`src/rtl/obc_dft_pkg.sv`:
```
// Shared types and constants for the OBC 16-point DFT slice path
// (bit-plane feeder, ROM combiner, shift-accumulator wrappers).
package obc_dft_pkg;

  localparam int N_PTS     = 16;
  localparam int DEFAULT_W = 16;

  typedef logic [3:0] pt_idx_t;

  typedef enum logic {
    BANK_A = 1'b0,
    BANK_B = 1'b1
  } bank_sel_t;

  typedef enum logic [1:0] {
    BS_EMPTY   = 2'd0,
    BS_FILLING = 2'd1,
    BS_FULL    = 2'd2
  } bank_state_t;

  function automatic bank_sel_t other_bank(input bank_sel_t b);
    return (b == BANK_A) ? BANK_B : BANK_A;
  endfunction

endpackage

```
`src/rtl/obc_sample_bank.sv`:
```
// One ping-pong bank: 16 x W sample registers plus its EMPTY/FILLING/FULL
// lifecycle. Contents are frozen while FULL; reads return one bit-plane.
module obc_sample_bank
  import obc_dft_pkg::*;
#(
  parameter int W = DEFAULT_W
) (
  input  logic                   clk,
  input  logic                   rst,
  input  logic                   we_i,
  input  pt_idx_t                widx_i,
  input  logic [W-1:0]           wdata_i,
  input  logic                   set_full_i,
  input  logic                   clr_full_i,
  input  logic [$clog2(W)-1:0]   plane_i,
  output logic [N_PTS-1:0]       plane_o,
  output logic                   full_o
);

  bank_state_t state_q, state_d;
  logic [W-1:0] mem_q [N_PTS];
  logic         wr_ok;

  assign wr_ok  = we_i && (state_q != BS_FULL);
  assign full_o = (state_q == BS_FULL);

  always_ff @(posedge clk or posedge rst) begin
    if (rst) state_q <= BS_EMPTY;
    else     state_q <= state_d;
  end

  always_comb begin
    state_d = state_q;
    unique case (state_q)
      BS_EMPTY: begin
        if (wr_ok && set_full_i) state_d = BS_FULL;
        else if (wr_ok)          state_d = BS_FILLING;
      end
      BS_FILLING: begin
        if (wr_ok && set_full_i) state_d = BS_FULL;
      end
      BS_FULL: begin
        if (clr_full_i) state_d = BS_EMPTY;
      end
      default: state_d = BS_EMPTY;
    endcase
  end

  // Sample storage carries no reset; stale data is never visible because
  // the bank only reads out once all 16 entries have been rewritten.
  always_ff @(posedge clk) begin
    if (wr_ok) mem_q[widx_i] <= wdata_i;
  end

  always_comb begin
    plane_o = '0;
    for (int i = 0; i < N_PTS; i++) plane_o[i] = mem_q[i][plane_i];
  end

endmodule

```
`src/rtl/obc_bitplane_feeder.sv`:
```
// Ping-pong bit-plane serializer: loads 16 signed samples, then emits the
// frame LSB-plane first with m/p_last on the sign plane.
module obc_bitplane_feeder
  import obc_dft_pkg::*;
#(
  parameter int W = DEFAULT_W
) (
  input  logic             clk,
  input  logic             rst,
  input  logic             s_valid,
  output logic             s_ready,
  input  logic [W-1:0]     s_data,
  output logic [N_PTS-1:0] x,
  output logic             m,
  output logic             p_valid,
  input  logic             p_ready,
  output logic             p_first,
  output logic             p_last
);

  localparam int PW = $clog2(W);

  bank_sel_t       wr_bank_q, wr_bank_d;
  bank_sel_t       rd_bank_q, rd_bank_d;
  pt_idx_t         wr_idx_q, wr_idx_d;
  logic [PW-1:0]   plane_q, plane_d;

  logic            full_a, full_b;
  logic [N_PTS-1:0] plane_a, plane_b;
  logic            s_fire, p_fire, plane_last, wr_last;

  // s_ready only ever sees registered full flags, never p_ready.
  assign s_ready    = (wr_bank_q == BANK_B) ? !full_b : !full_a;
  assign p_valid    = (rd_bank_q == BANK_B) ?  full_b :  full_a;
  assign s_fire     = s_valid && s_ready;
  assign p_fire     = p_valid && p_ready;
  assign plane_last = (plane_q == PW'(W-1));
  assign wr_last    = (wr_idx_q == pt_idx_t'(N_PTS-1));

  assign x       = (rd_bank_q == BANK_B) ? plane_b : plane_a;
  assign m       = plane_last;
  assign p_last  = plane_last;
  assign p_first = (plane_q == '0);

  obc_sample_bank #(.W(W)) u_bank_a (
    .clk        (clk),
    .rst        (rst),
    .we_i       (s_fire && (wr_bank_q == BANK_A)),
    .widx_i     (wr_idx_q),
    .wdata_i    (s_data),
    .set_full_i (s_fire && wr_last && (wr_bank_q == BANK_A)),
    .clr_full_i (p_fire && plane_last && (rd_bank_q == BANK_A)),
    .plane_i    (plane_q),
    .plane_o    (plane_a),
    .full_o     (full_a)
  );

  obc_sample_bank #(.W(W)) u_bank_b (
    .clk        (clk),
    .rst        (rst),
    .we_i       (s_fire && (wr_bank_q == BANK_B)),
    .widx_i     (wr_idx_q),
    .wdata_i    (s_data),
    .set_full_i (s_fire && wr_last && (wr_bank_q == BANK_B)),
    .clr_full_i (p_fire && plane_last && (rd_bank_q == BANK_B)),
    .plane_i    (plane_q),
    .plane_o    (plane_b),
    .full_o     (full_b)
  );

  always_ff @(posedge clk or posedge rst) begin
    if (rst) begin
      wr_bank_q <= BANK_A;
      rd_bank_q <= BANK_A;
      wr_idx_q  <= '0;
      plane_q   <= '0;
    end else begin
      wr_bank_q <= wr_bank_d;
      rd_bank_q <= rd_bank_d;
      wr_idx_q  <= wr_idx_d;
      plane_q   <= plane_d;
    end
  end

  always_comb begin
    wr_bank_d = wr_bank_q;
    rd_bank_d = rd_bank_q;
    wr_idx_d  = wr_idx_q;
    plane_d   = plane_q;
    if (s_fire) begin
      if (wr_last) begin
        wr_idx_d  = '0;
        wr_bank_d = other_bank(wr_bank_q);
      end else begin
        wr_idx_d  = wr_idx_q + pt_idx_t'(1);
      end
    end
    if (p_fire) begin
      if (plane_last) begin
        plane_d   = '0;
        rd_bank_d = other_bank(rd_bank_q);
      end else begin
        plane_d   = plane_q + PW'(1);
      end
    end
  end

endmodule

```
`config.mk`:
```
export PLATFORM = sky130hd
export DESIGN_NAME = obc_bitplane_feeder
export DESIGN_NICKNAME = d
export VERILOG_FILES = /design/src/rtl/obc_dft_pkg.sv /design/src/rtl/obc_sample_bank.sv /design/src/rtl/obc_bitplane_feeder.sv
export SDC_FILE = /design/constraint.sdc
export NUM_CORES = 1
export LEC_CHECK = 0
export ABC_AREA = 1
export CAP_MARGIN = 5
export CORE_AREA = 3 3 224 226
export DETAILED_ROUTE_END_ITERATION = 8
export DIE_AREA = 0 0 227 229
export GPL_TIMING_DRIVEN = 0
export REMOVE_ABC_BUFFERS = 1
export SLEW_MARGIN = 0
export SYNTH_ARGS = -nofsm -noshare
export SYNTH_HDL_FRONTEND = slang
export SYNTH_HIERARCHICAL = 1
export SYNTH_SLANG_ARGS = --single-unit
```
`constraint.sdc`:
```
create_clock -name clk -period 3.1 [get_ports clk]
set_input_delay 0.93 -clock clk [delete_from_list [all_inputs] [get_ports clk]]
set_output_delay 0.93 -clock clk [all_outputs]
set_load 0.03 [all_outputs]
```
# Word-level counts from Yosys, hierarchy flattened

Memory sizes are Yosys's and may differ from the RTL's.
Index checks and enable logic that the tools add are counted.

$add $sub $neg: 2
Mux-type cells: 85
$lt $le $gt $ge: 1
Eq/ne operators: 14
Reductions and logical operators: 23
Bitwise operators: 2

Operators by type and width:

| cell                                                        | number |
|---|---|
| binary-select mux 1 bit (select 4 bit)                      | 32 |
| 2-to-1 mux 1 bit                                            | 40 |
| 2-to-1 mux 16 bit                                           | 1 |
| 2-to-1 mux 2 bit                                            | 8 |
| logical AND 1 bit                                           | 14 |
| case mux 2 bit (3 select lines)                             | 2 |
| adder 4 x 1 -> 4 bit (second input constant)                | 2 |
| equality test 4 bit (second input constant)                 | 2 |
| 2-to-1 mux 4 bit                                            | 2 |
| inequality test 2 x 1 -> 1 bit (second input constant)      | 4 |
| inequality test 3 x 1 -> 1 bit (second input constant)      | 2 |
| AND reduction 3 bit                                         | 2 |
| less-than comparator 4 x 5 -> 1 bit (second input constant) | 1 |
| equality test 2 x 1 -> 1 bit (second input constant)        | 2 |
| equality test 2 bit (second input constant)                 | 2 |
| zero test 2 bit                                             | 2 |
| zero test 4 bit                                             | 1 |
| inequality test 2 bit (second input constant)               | 2 |
| AND reduction 2 bit                                         | 2 |
| zero test 1 bit                                             | 2 |
| inverter 1 bit                                              | 2 |

Output and inout bits: 21
Word-level logic and storage cells: 135
Memories: 2
Bits in registers: 14
Bits in writable memories: 512

Memories:

| name           | depth | width | rd ports | clocked after Yosys merged registers in | wr ports | line                  | RTL |
|---|---|---|---|---|---|---|---|
| u_bank_a.mem_q | 16    | 16    | 16       | 0                                       | 1        | obc_sample_bank.sv:21 | `logic [W-1:0] mem_q [N_PTS];` |
| u_bank_b.mem_q | 16    | 16    | 16       | 0                                       | 1        | obc_sample_bank.sv:21 |  |

# Logic depth before layout (Yosys ltp)

Gate-level depths: netlist (run 1).

Depth in word-level cells: 9
Gate-level depth with buffers: 11

# Cells and area by module

Netlist (run 1), hierarchy kept.

Modules (own cells, without submodules):

| module                     | area each (um^2) | instances | cells each | seq. area each (um^2) |
|---|---|---|---|---|
| obc_sample_bank (u_bank_a) | 11,153.2         | 1         | 1,073      | 7,737.4 |
| obc_sample_bank (u_bank_b) | 11,143.2         | 1         | 1,072      | 7,737.4 |
| obc_bitplane_feeder        | 860.8            | 1         | 134        | 250.2 |

# Worst setup path after synthesis (run 1)

OpenSTA, ideal clock, no wires.

Path kind: input to register
Start: in s_valid
End: mem u_bank_a/mem_q[11][0] in the netlist's numbering (enable)
Slack: 469 ps
Library setup time: 388 ps
Stages on the path: 6
Arrival: 2,242 ps
Buffers on the path: 0
Data required time: 2,712 ps
Cell sequence: inv_1 nor2_1 inv_1 nor2_1 nand3_1 nor2_1

Cells in the longest elaborated chain, start to end: 5

Ends and longest elaborated chain:

| element                                | line                      | RTL |
|---|---|---|
| from (decl)                            | obc_bitplane_feeder.sv:10 | `input logic s_valid,` |
| logical AND 1 bit                      | obc_bitplane_feeder.sv:35 | `assign s_fire = s_valid && s_ready;` |
| logical AND 1 bit                      | obc_bitplane_feeder.sv:48 | `.we_i (s_fire && (wr_bank_q == BANK_A)),` |
| logical AND 1 bit                      | obc_sample_bank.sv:24     | `assign wr_ok = we_i && (state_q != BS_FULL);` |
| 2-to-1 mux 1 bit                       | obc_sample_bank.sv:52     | `if (wr_ok) mem_q[widx_i] <= wdata_i;` |
| 2-to-1 mux 1 bit (not written as such) | obc_sample_bank.sv:52     |  |
| to (decl)                              | obc_sample_bank.sv:21     |  |

No other way between the ends.

# Worst setup path after layout (run 1)

Start: reg plane_q[0]
End: out x[2]

Cells in the longest elaborated chain, start to end: 3

Ends and longest elaborated chain:

| element                                | line                      | RTL |
|---|---|---|
| from (decl)                            | obc_bitplane_feeder.sv:26 | `logic [PW-1:0] plane_q, plane_d;` |
| from (signal assigned)                 | obc_bitplane_feeder.sv:81 | `plane_q <= plane_d;` |
| binary-select mux 1 bit (select 4 bit) | obc_sample_bank.sv:57     | `for (int i = 0; i < N_PTS; i++) plane_o[i] = mem_q[i][plane_i];` |
| 2-to-1 mux 1 bit (not written as such) | obc_sample_bank.sv:57     |  |
| net plane_b[2]                         | obc_bitplane_feeder.sv:29 | `logic [N_PTS-1:0] plane_a, plane_b;` |
| 2-to-1 mux 16 bit                      | obc_bitplane_feeder.sv:40 | `assign x = (rd_bank_q == BANK_B) ? plane_b : plane_a;` |
| to (decl)                              | obc_bitplane_feeder.sv:13 | `output logic [N_PTS-1:0] x,` |

The timed path passes the listed nets, and every way through them passes these cells. The select of a mux whose other input is x is not followed.

==> results.toml, run 1 <==
[power]
power_switching_uw = 5420
power_leakage_uw = 0.0119
sw_frac_of_total_pct = 29.3
power.share.clock_pct = 31.6
power.internal_uw = 13100
combPwrFrac_pct = 22.9
powerDensity_nw_per_um2 = 656
seqPwrFrac_pct = 45.4
irDropWorstVdd_mv = 0.454

[sta]
worstMarginPinSlew_ns = 0.976
finalCriticalPeriod_ns = 3.50
max-slew-margin-rel_pct = 34.9
clock_skew_ns = 0.0186
hold_viol_final = 0
grt_setup_unrepaired = "yes"
finalSetupViolCount = 16
final_max_slew_viol_count = 0
max_clock_freq_ghz = 0.286
setup_ws_ns = -0.401
post-route-period-util_pct = 113

[critical_path]
critPathTopFamily = "buffers and inverters"
cp_num_cells = 13
worst_setup_path_start_kind = "flop"
max_stage_delay_ns = 0.52
worstPathRequired_ns = 2.17
setup.worst_path.class = "flop to output port"
rrSetupSlack_ns = 0.55
crit_chain = "buf_16 > buf_16 > inv_16 > buf_16 > clkbuf_16 > nand2_2 > nand3_1 > nand3_1 > nand3_1 > nand2_1 > nand2_1 > nand2_2 > buf_6"
worst-r2r-cell-count = 9
reg2reg_from = "u_bank_a/state_q[1]"
critPathSlowestCell = "dfrtp_4"
worst-path-buf-inv = 6
crit_fanout = 7
r2r-end = "u_bank_a/mem_q[13][10]"
critPathArrivalTime_ns = 2.57
endpoint = "x[2]"
worstSetupEndpointType = "output port"
critPathLaunch = "plane_q[0]"

[worst_hold_path]
min_path_type = "flop to flop"

[final_layout]
final_area_um2 = 28200
n_fill_cell = 3876
final_cell_mix = "nand2_1, edfxtp_1, inv_1"
final_util_pct = 58.0
final_common_cell = "nand2_1"
n_antenna_cell = 0
area_growth_pct = 21.7
drive_gt1_share_pct = 15.8
nets = 2408

[clock_network]
cts_num_sinks = 526
clk_latency_ns = 0.60
cts_tree = "done"
hold_buffers = 0
htree_num_levels = 2
clock_path_buffers = 3
numCtsBuffers = 53
cts-root-buf = "clkbuf_16"
clk_pin_slew_ns = 0.06

[global_route]
antenna_found_initial = 0
grt_usage_pct = 24.8
grt_pass1_wl_um = 94800
overflow = 0
grt_max_degree = 40
grt_pass1_vias = 15600

[logic_synthesis]
synth_seq_cells = 526
yosysWarnings = 6
syn_area_um2 = 23200
ys_seq_area_share_pct = 67.9
avgSynthCellArea_um2 = 10.2
ys_types = 25
syn-instance-count = 2279

[die]
dieHeight_um = 229
ios = 41
fp.dieW_um = 227
fp.dieArea_um2 = 52000
start_util_pct = 47.7
core_um2 = 48500
num_rows = 81

[routing]
wl_um = 65400
post_drt_wl_per_cell_um = 21.5
dr.pass1.iters = 6
via_per_inst = 5.33
via_count = 16200
first_iter_violations = 1528
ant_nets = 0
drc = 0

[placement]
detailed_place_hpwl_um = 30000
place_ws_ns = -1.52
gp_congestion = 0.750
port_buffers = 40
place_area_um2 = 24200

[run_status]
violations = "setup timing"
status = "complete, but fails checks"

[run]
drv_cap = 0
[cells in the mapped netlist]
cell / count / share of area, %
inv_6: 2 / 0.076
nor2_2: 1 / 0.027
nand2_2: 3 / 0.081
nor3_2: 1 / 0.043
nand3_2: 2 / 0.086
buf_1: 3 / 0.049
nand2_1: 754 / 12
o21ai_1: 1 / 0.022
inv_1: 419 / 6.8
edfxtp_1: 512 / 66
buf_2: 46 / 0.99
nor3_1: 1 / 0.022
buf_6: 5 / 0.24
o21ai_0: 8 / 0.17
inv_2: 4 / 0.065
xnor2_1: 1 / 0.038
o211ai_1: 2 / 0.065
clkbuf_1: 18 / 0.29
nand3_1: 397 / 8.6
nand2_4: 5 / 0.24
nand4_1: 2 / 0.054
dfrtp_1: 14 / 1.5
ha_1: 3 / 0.16
buf_4: 34 / 1.1
nor2_1: 41 / 0.66
[layout make-up]
class | count | area (um2) | share of cell area [%]
tap | 622 | 778 | 2.76
sequential | 526 | 15700 | 55.9
multi-input combinational | 1222 | 5780 | 20.5
timing repair buffer | 150 | 2540 | 9.00
clock buffer | 69 | 1390 | 4.92
inverter | 425 | 1700 | 6.03
timing repair inverter | 7 | 78.8 | 0.280
clock inverter | 26 | 168 | 0.595
[worst min-delay path by stage]
stage                             start             endpoint  slack (ns)  depth (start not counted)
floorplan           u_bank_a/state_q[1]  u_bank_a/state_q[1]        0.44                          1
global placement    u_bank_a/state_q[1]  u_bank_a/state_q[1]        0.45                          1
detailed placement  u_bank_b/state_q[1]  u_bank_b/state_q[1]        0.47                          1
CTS                 u_bank_a/state_q[1]  u_bank_a/state_q[1]        0.48                          1
global route        u_bank_b/state_q[1]  u_bank_b/state_q[1]        0.49                          1
finish              u_bank_b/state_q[1]  u_bank_b/state_q[1]        0.49                          1
[routing by layer]
| layer | share of wire (%) | global-route usage, % | wire, um | up-vias |
|---|---|---|---|---|
| met2 | 50 | 42.5 | 32400 | 735 |
| met4 | 4.3 | 9.79 | 2840 | 0 |
| met1 | 39 | 31.9 | 25400 | 7778 |
| met5 | 0 | 0 | 0 | - |
| li1 | - | - | - | 7563 |
| met3 | 7.3 | 3.45 | 4780 | 162 |
[flip-flops by register name (all words and copies together), names as in the netlist]
register          cells
u_bank_a/mem_q      256
wr_bank_q             1
u_bank_b/state_q      2
plane_q               4
u_bank_b/mem_q      256
rd_bank_q             1
u_bank_a/state_q      2
wr_idx_q              4
[per-stage QoR]
stage | setup TNS [ns] | total power, uW | hold slack, ns | instances
2_1_floorplan | -111.17 | 10400 | 0.435 | 2173
3_3_place_gp | -754.75 | 11600 | 0.454 | 2835
3_5_place_dp | -458.68 | 11500 | 0.471 | 2857
4_1_cts | -19.30 | 18300 | 0.482 | 3026
5_1_grt | -11.62 | 19200 | 0.492 | 3047
6_report | -5.23 | 18500 | 0.491 | 3047
[cell families after synthesis]
group / share of synthesized area [%]
AND/OR/NAND/NOR: 22.0
buffers and inverters: 9.61
flip-flops: 67.9
AO/OA/AOI/OAI: 0.259
adder cells (fa/ha/maj): 0.162
XOR/XNOR: 0.0378
[worst reg2reg max path, stage by stage, from the launching register on]
cell and delay (ns):
dfrtp_1 0.38, inv_1 0.09, nor2_2 0.07, inv_1 0.06, nand2_1 0.09, nor2_1 0.14
inv_1 0.05, nor2_1 0.27, nand3_1 0.48, nor2_4 0.56
[power groups by stage]
stage / clock network, uW / logic (uW) / registers, uW
floorplan: 0 / 1740 / 8650
global placement: 0 / 2700 / 8860
detailed placement: 0 / 2850 / 8600
CTS: 5940 / 3920 / 8390
global route: 6240 / 4520 / 8430
finish: 5850 / 4240 / 8400
[what timing repair did]
item / 4_1_cts / 5_1_grt
endpoints found under the setup margin: 529 / 464
pin swaps: 22 / 49
setup buffers: 41 / 13
gates resized for setup: 288 / 84
gates cloned: 33 / 7
No activity file was read; power rests on OpenSTA's default activity.
==> inputs of run 2 (changes only) <==
--- a/config.mk
+++ b/config.mk
@@ -7,10 +7,11 @@
 export LEC_CHECK = 0
 export ABC_AREA = 1
 export CAP_MARGIN = 5
-export CORE_AREA = 3 3 224 226
+export CORE_AREA = 3 3 210 212
 export DETAILED_ROUTE_END_ITERATION = 8
-export DIE_AREA = 0 0 227 229
+export DIE_AREA = 0 0 213 215
 export GPL_TIMING_DRIVEN = 0
+export PLACE_DENSITY = 0.71
 export REMOVE_ABC_BUFFERS = 1
 export SLEW_MARGIN = 0
 export SYNTH_ARGS = -nofsm -noshare
==> run 2 against run 1 <==
  * Clock power hardly changed
  * Sequential share of layout area increased by 1.2 points
  * Sequential power is essentially flat
  * Worst hold slack worse by 0.021 ns
  * Fmax rose by 1.7%
  * Clock skew barely moved
  * Critical endpoint unchanged
  * Largest cell class unchanged
  * Clock-buffer cell count shrank 1
  * First-iteration DRC count is 45% higher
  * Die area is 12% lower
  * The flow still finishes with violations (setup timing)
==> results.toml, run 2 (synthesis gave the netlist of run 1 again) <==
[sta]
finalSetupTns_ns = -5.21
setup_ws_ns = -0.343
holdWs_ns = 0.470
finalCriticalPeriod_ns = 3.44
hold_viol_final = 0
max_clock_freq_ghz = 0.290
post-route-period-util_pct = 111
clock_skew_ns = 0.0184
final_max_slew_viol_count = 0
finalSetupViolCount = 19
max-slew-margin-rel_pct = 31.3
grt_setup_unrepaired = "yes"
worstMarginPinSlew_ns = 1.03

[die]
start_util_pct = 55.0
fp.dieArea_um2 = 45800
ios = 41
dieHeight_um = 215
fp.dieW_um = 213
num_rows = 75
core_um2 = 42100

[routing]
first_iter_violations = 2216
via_count = 16900
ant_nets = 0
wl_um = 66800
via_per_inst = 5.73
post_drt_wl_per_cell_um = 22.7
dr.pass1.iters = 5
drc = 0

[global_route]
grt_usage_pct = 27.7
grt_pass1_vias = 16200
grt_pass1_wl_um = 94500
grt_max_degree = 45
overflow = 0
antenna_found_initial = 0

[worst_hold_path]
min_path_type = "flop to flop"
min_path_cells = 1

[power]
power.share.clock_pct = 31.8
power.internal_uw = 12900
power_leakage_uw = 0.0117
power_switching_uw = 5460
p_total_uw = 18300
powerDensity_nw_per_um2 = 665
sw_frac_of_total_pct = 29.8
seqPwrFrac_pct = 45.9
irDropWorstVdd_mv = 0.530
combPwrFrac_pct = 22.3

[critical_path]
max_stage_delay_ns = 0.55
cp_num_cells = 13
crit_chain = "buf_16 > buf_16 > clkinv_16 > clkbuf_16 > nand2_1 > nand2_1 > nand2_1 > nand3_2 > nand3_2 > nand2_2 > nand2_1 > nand2_2 > buf_6"
critPathTopFamily = "buffers and inverters"
crit_fanout = 9
worst_setup_path_start_kind = "flop"
setup.worst_path.class = "flop to output port"
critPathSlowestCell = "dfrtp_4"
worstSetupEndpointType = "output port"
worst-path-buf-inv = 5
cpMostUsedCell = "nand2_1"
worst-r2r-cell-count = 9
critPathArrivalTime_ns = 2.51
worstPathRequired_ns = 2.17

[final_layout]
final_area_um2 = 27600
final_cell_mix = "nand2_1, edfxtp_1, inv_1"
drive_gt1_share_pct = 14.8
area_growth_pct = 19.0
nets = 2389
n_fill_cell = 2899
final_util_pct = 65.4
final_common_cell = "nand2_1"
top_regs = "u_bank_a/mem_q x256, u_bank_b/mem_q x256"
n_antenna_cell = 0

[placement]
port_buffers = 40
place_area_um2 = 23900
gp_congestion = 0.817
detailed_place_hpwl_um = 27300

[run]
drv_cap = 0

[clock_network]
cts_tree = "done"
clock_path_buffers = 3
htree_num_levels = 2
cts_num_sinks = 526
clk_pin_slew_ns = 0.06
cts-root-buf = "clkbuf_16"
clk_latency_ns = 0.59
hold_buffers = 0
numCtsBuffers = 51

[run_status]
violations = "setup timing"
status = "complete, but fails checks"
run 2: changes by cell type in the layout (fill, tap and decap cells not counted), moves of 4 or more:
cell       delta
buf_12       -10
bufbuf_16     -4
nand2_2      -16
nand3_1      -20
clkinv_2      -9
nand2_1      +19
clkinv_1      +7
buf_16       -10
nand3_2      +20
buf_8         +4
run 2: final cells by class:
class,count,area [um2],area share [%]
multi-input cells,1222,5820,21.1
clock buffers,68,1380,5.02
inverters,425,1690,6.15
flip-flops and latches,526,15700,57.1
clock inverters,24,149,0.540
repair inverters,10,119,0.431
repair buffers,130,1980,7.19
well taps,539,674,2.45
run 2: final timing paths:
path	from	to	slack [ns]
worst max register to register	u_bank_a/state_q[1]	u_bank_a/mem_q[3][12]	0.44
min in group asynchronous	rst	u_bank_b/state_q[1]	0.60
worst min register to register	u_bank_b/state_q[1]	u_bank_b/state_q[1]	0.47
max in group asynchronous	rst	plane_q[3]	2.02
worst max-delay path	plane_q[0]	x[2]	-0.34
worst min-delay path	u_bank_b/state_q[1]	u_bank_b/state_q[1]	0.47
run 2: metal layers:
layer	track usage (%)	vias to the layer above	wire [um]
met3	4.62	217	6820
met1	35.5	8052	24100
met2	45.5	1109	32800
met5	0	-	0
met4	14.4	0	3120
li1	-	7503	-
run 2: repair_timing:
item	CTS	global route
gates resized for setup	250	124
pin swaps	11	42
setup endpoints to repair	517	415
setup buffers	41	13
gates cloned	29	7
endpoints found under the hold margin	0	0
run 2: worst register-to-register path, cell delays in order, from the launching register on:
cell and delay (ns):
dfrtp_1 0.37, inv_1 0.09, nor2_2 0.07, inv_1 0.06
nand2_1 0.09, nor2_1 0.14, inv_1 0.05, nor2_1 0.32
nand3_1 0.51, nor2_4 0.60
run 2: power by group through the flow:
stage / registers [uW] / clock network, uW / logic [uW]
final: 8410 / 5830 / 4100
after global routing: 8430 / 6170 / 4320
after CTS: 8400 / 5860 / 3630
after detailed placement: 8630 / 0 / 2750
after global placement: 8840 / 0 / 2660
after floorplan: 8650 / 0 / 1740
run 2: through the flow:
| step | setup WS (ns) | instances |
|---|---|---|
| floorplan | -5.35 | 2173 |
| global placement | -11.54 | 2752 |
| detailed placement | -1.65 | 2765 |
| CTS | -0.388 | 2927 |
| global route | -0.425 | 2944 |
| finish | -0.343 | 2944 |
==> inputs of run 3 (changes only) <==
--- a/config.mk
+++ b/config.mk
@@ -7,11 +7,12 @@
 export LEC_CHECK = 0
 export ABC_AREA = 1
 export CAP_MARGIN = 5
-export CORE_AREA = 3 3 210 212
+export CORE_AREA = 2 2 215 217
 export DETAILED_ROUTE_END_ITERATION = 8
-export DIE_AREA = 0 0 213 215
+export DIE_AREA = 0 0 217 219
 export GPL_TIMING_DRIVEN = 0
-export PLACE_DENSITY = 0.71
+export HOLD_SLACK_MARGIN = 0.08
+export PLACE_DENSITY = 0.68
 export REMOVE_ABC_BUFFERS = 1
 export SLEW_MARGIN = 0
 export SYNTH_ARGS = -nofsm -noshare
==> run 3 against run 2 <==
  * The flow still finishes with violations (setup timing)
  * Combinational power up 10%
  * Clock power rose by 0.9%
  * Critical endpoint is now x[0]
  * Sequential power is essentially flat
  * Die area is 3.8% higher
  * Routed wire length about the same
  * Worst hold slack lost 0.0023 ns
  * Power up 2.6%
  * Flip-flop and latch count did not move
  * Highest routed layer unchanged
  * Clock-buffer cell count up 4
  * Sequential share of layout area decreased by 2.3 points
  * Setup slack better by 0.016 ns
  * Global-route usage fell by 0.098 points
==> results.toml, run 3 (synthesis gave the netlist of run 1 again) <==
[global_route]
overflow = 0
antenna_found_initial = 1
grt_usage_pct = 27.6
grt_pass1_vias = 16400
grt_max_degree = 65
grt_pass1_wl_um = 96700

[routing]
drc = 0
dr.pass1.iters = 7
ant_nets = 0
post_drt_wl_per_cell_um = 21.9
via_count = 16800
via_per_inst = 5.52
wl_um = 66800
first_iter_violations = 2045

[placement]
place_area_um2 = 24000
gp_congestion = 0.772
dp.cells = 2829
detailed_place_hpwl_um = 28500
port_buffers = 40
place_ws_ns = -1.40

[final_layout]
nets = 2428
drive_gt1_share_pct = 18.0
top_regs = "u_bank_a/mem_q x256, u_bank_b/mem_q x256"
final_util_pct = 63.7
final_area_um2 = 28700
final_cell_mix = "nand2_1, edfxtp_1, inv_1"
area_growth_pct = 24.0
final_cells = 3045
n_fill_cell = 3351
final_common_cell = "nand2_1"

[die]
core_um2 = 45100
fp.dieW_um = 217
fp.dieArea_um2 = 47500
ios = 41
num_rows = 78
start_util_pct = 51.4
dieHeight_um = 219

[clock_network]
cts_tree = "done"
htree_num_levels = 2
clk_latency_ns = 0.60
numCtsBuffers = 52
clk_pin_slew_ns = 0.06
cts-root-buf = "clkbuf_16"
hold_buffers = 0
cts_num_sinks = 526
clock_path_buffers = 3

[sta]
clock_skew_ns = 0.0222
setup_ws_ns = -0.327
hold_viol_final = 0
worstMarginPinSlew_ns = 1.06
post-route-period-util_pct = 111
grt_setup_unrepaired = "yes"
finalSetupViolCount = 64
final_max_slew_viol_count = 0
max-slew-margin-rel_pct = 29.7
max_clock_freq_ghz = 0.292
finalCriticalPeriod_ns = 3.43

[power]
power_leakage_uw = 0.0122
irDropWorstVdd_mv = 0.394
powerDensity_nw_per_um2 = 655

[run_status]
status = "complete, but fails checks"
violations = "setup timing"

[critical_path]
critPathArrivalTime_ns = 2.50
worst_setup_path_start_kind = "flop"
setup.worst_path.class = "flop to output port"
r2r-end = "u_bank_b/mem_q[9][4]"
worst-r2r-cell-count = 9
critPathLaunch = "plane_q[0]"
reg2reg_from = "u_bank_b/state_q[1]"
worstPathRequired_ns = 2.17
worstSetupEndpointType = "output port"
rrSetupSlack_ns = 0.41
crit_fanout = 8
endpoint = "x[0]"

[worst_hold_path]
min_path_type = "flop to flop"
min_path_cells = 1

[run]
drv_cap = 0
## run 3: cell count changes in the layout (fill, tap and decap cells not counted), sizes merged
| cell | before | now |
|---|---|---|
| buf | 116 | 161 |
| inv | 429 | 430 |
| clkinv | 25 | 19 |
| bufbuf | 3 | 2 |
| diode | 0 | 1 |
## run 3: layout make-up
| type | count | area, um2 | share of cell area, % |
|---|---|---|---|
| clock inverter | 21 | 143 | 0.497 |
| tap | 600 | 751 | 2.62 |
| clock buffer | 72 | 1400 | 4.87 |
| timing repair inverter | 8 | 120 | 0.418 |
| multi-input combinational | 1222 | 5990 | 20.9 |
| inverter | 425 | 1690 | 5.88 |
| timing repair buffer | 170 | 2870 | 10.0 |
| sequential | 526 | 15700 | 54.8 |
| antenna | 1 | 2.50 | 0.00872 |
## run 3: critical path, stage by stage (launching register included)
cell and delay [ns]:
dfrtp_4 0.55, buf_16 0.19, buf_12 0.14, buf_16 0.15
inv_16 0.09, nand2_2 0.06, nand2_1 0.07, nand2_1 0.06
nand3_1 0.08, nand3_1 0.09, nand2_1 0.09, nand2_2 0.07
nand2_4 0.10, buf_6 0.13
## run 3: worst min-delay path by stage
stage / startpoint / to / slack [ns]
2_1_floorplan: u_bank_a/state_q[1] / u_bank_a/state_q[1] / 0.44
3_3_place_gp: u_bank_a/state_q[1] / u_bank_a/state_q[1] / 0.45
3_5_place_dp: u_bank_a/state_q[1] / u_bank_a/state_q[1] / 0.46
4_1_cts: u_bank_b/state_q[1] / u_bank_b/state_q[1] / 0.47
6_report: u_bank_b/state_q[1] / u_bank_b/state_q[1] / 0.47
5_1_grt: u_bank_a/state_q[1] / u_bank_a/state_q[1] / 0.50
## run 3: metal layers
metal	global-route usage [%]	routed length, um	vias to the layer above
li1	-	-	7598
met1	32.9	24300	8073
met2	48.3	33300	898
met3	4.35	5560	231
met4	14.5	3580	0
met5	0	0	-
## run 3: repair_timing
| action | CTS | global route |
|---|---|---|
| pin swaps | 69 | 51 |
| resized for setup | 361 | 82 |
| cloned | 42 | 2 |
| setup endpoints to repair | 533 | 433 |
| setup buffers | 56 | 23 |
## run 3: through the flow
stage               hold WS (ns)  setup TNS [ns]  total power [uW]
floorplan                  0.435         -111.17             10400
global placement           0.453         -671.94             11500
detailed placement         0.460         -444.82             11400
CTS                        0.471           -5.34             18400
global route               0.504          -19.25             19400
finish                     0.468           -7.07             18800
## run 3: report_power, final
part           switching [uW]  internal, uW
logic                    2800          1720
clock network            2590          3290
registers                 194          8220
total                    5580         13200
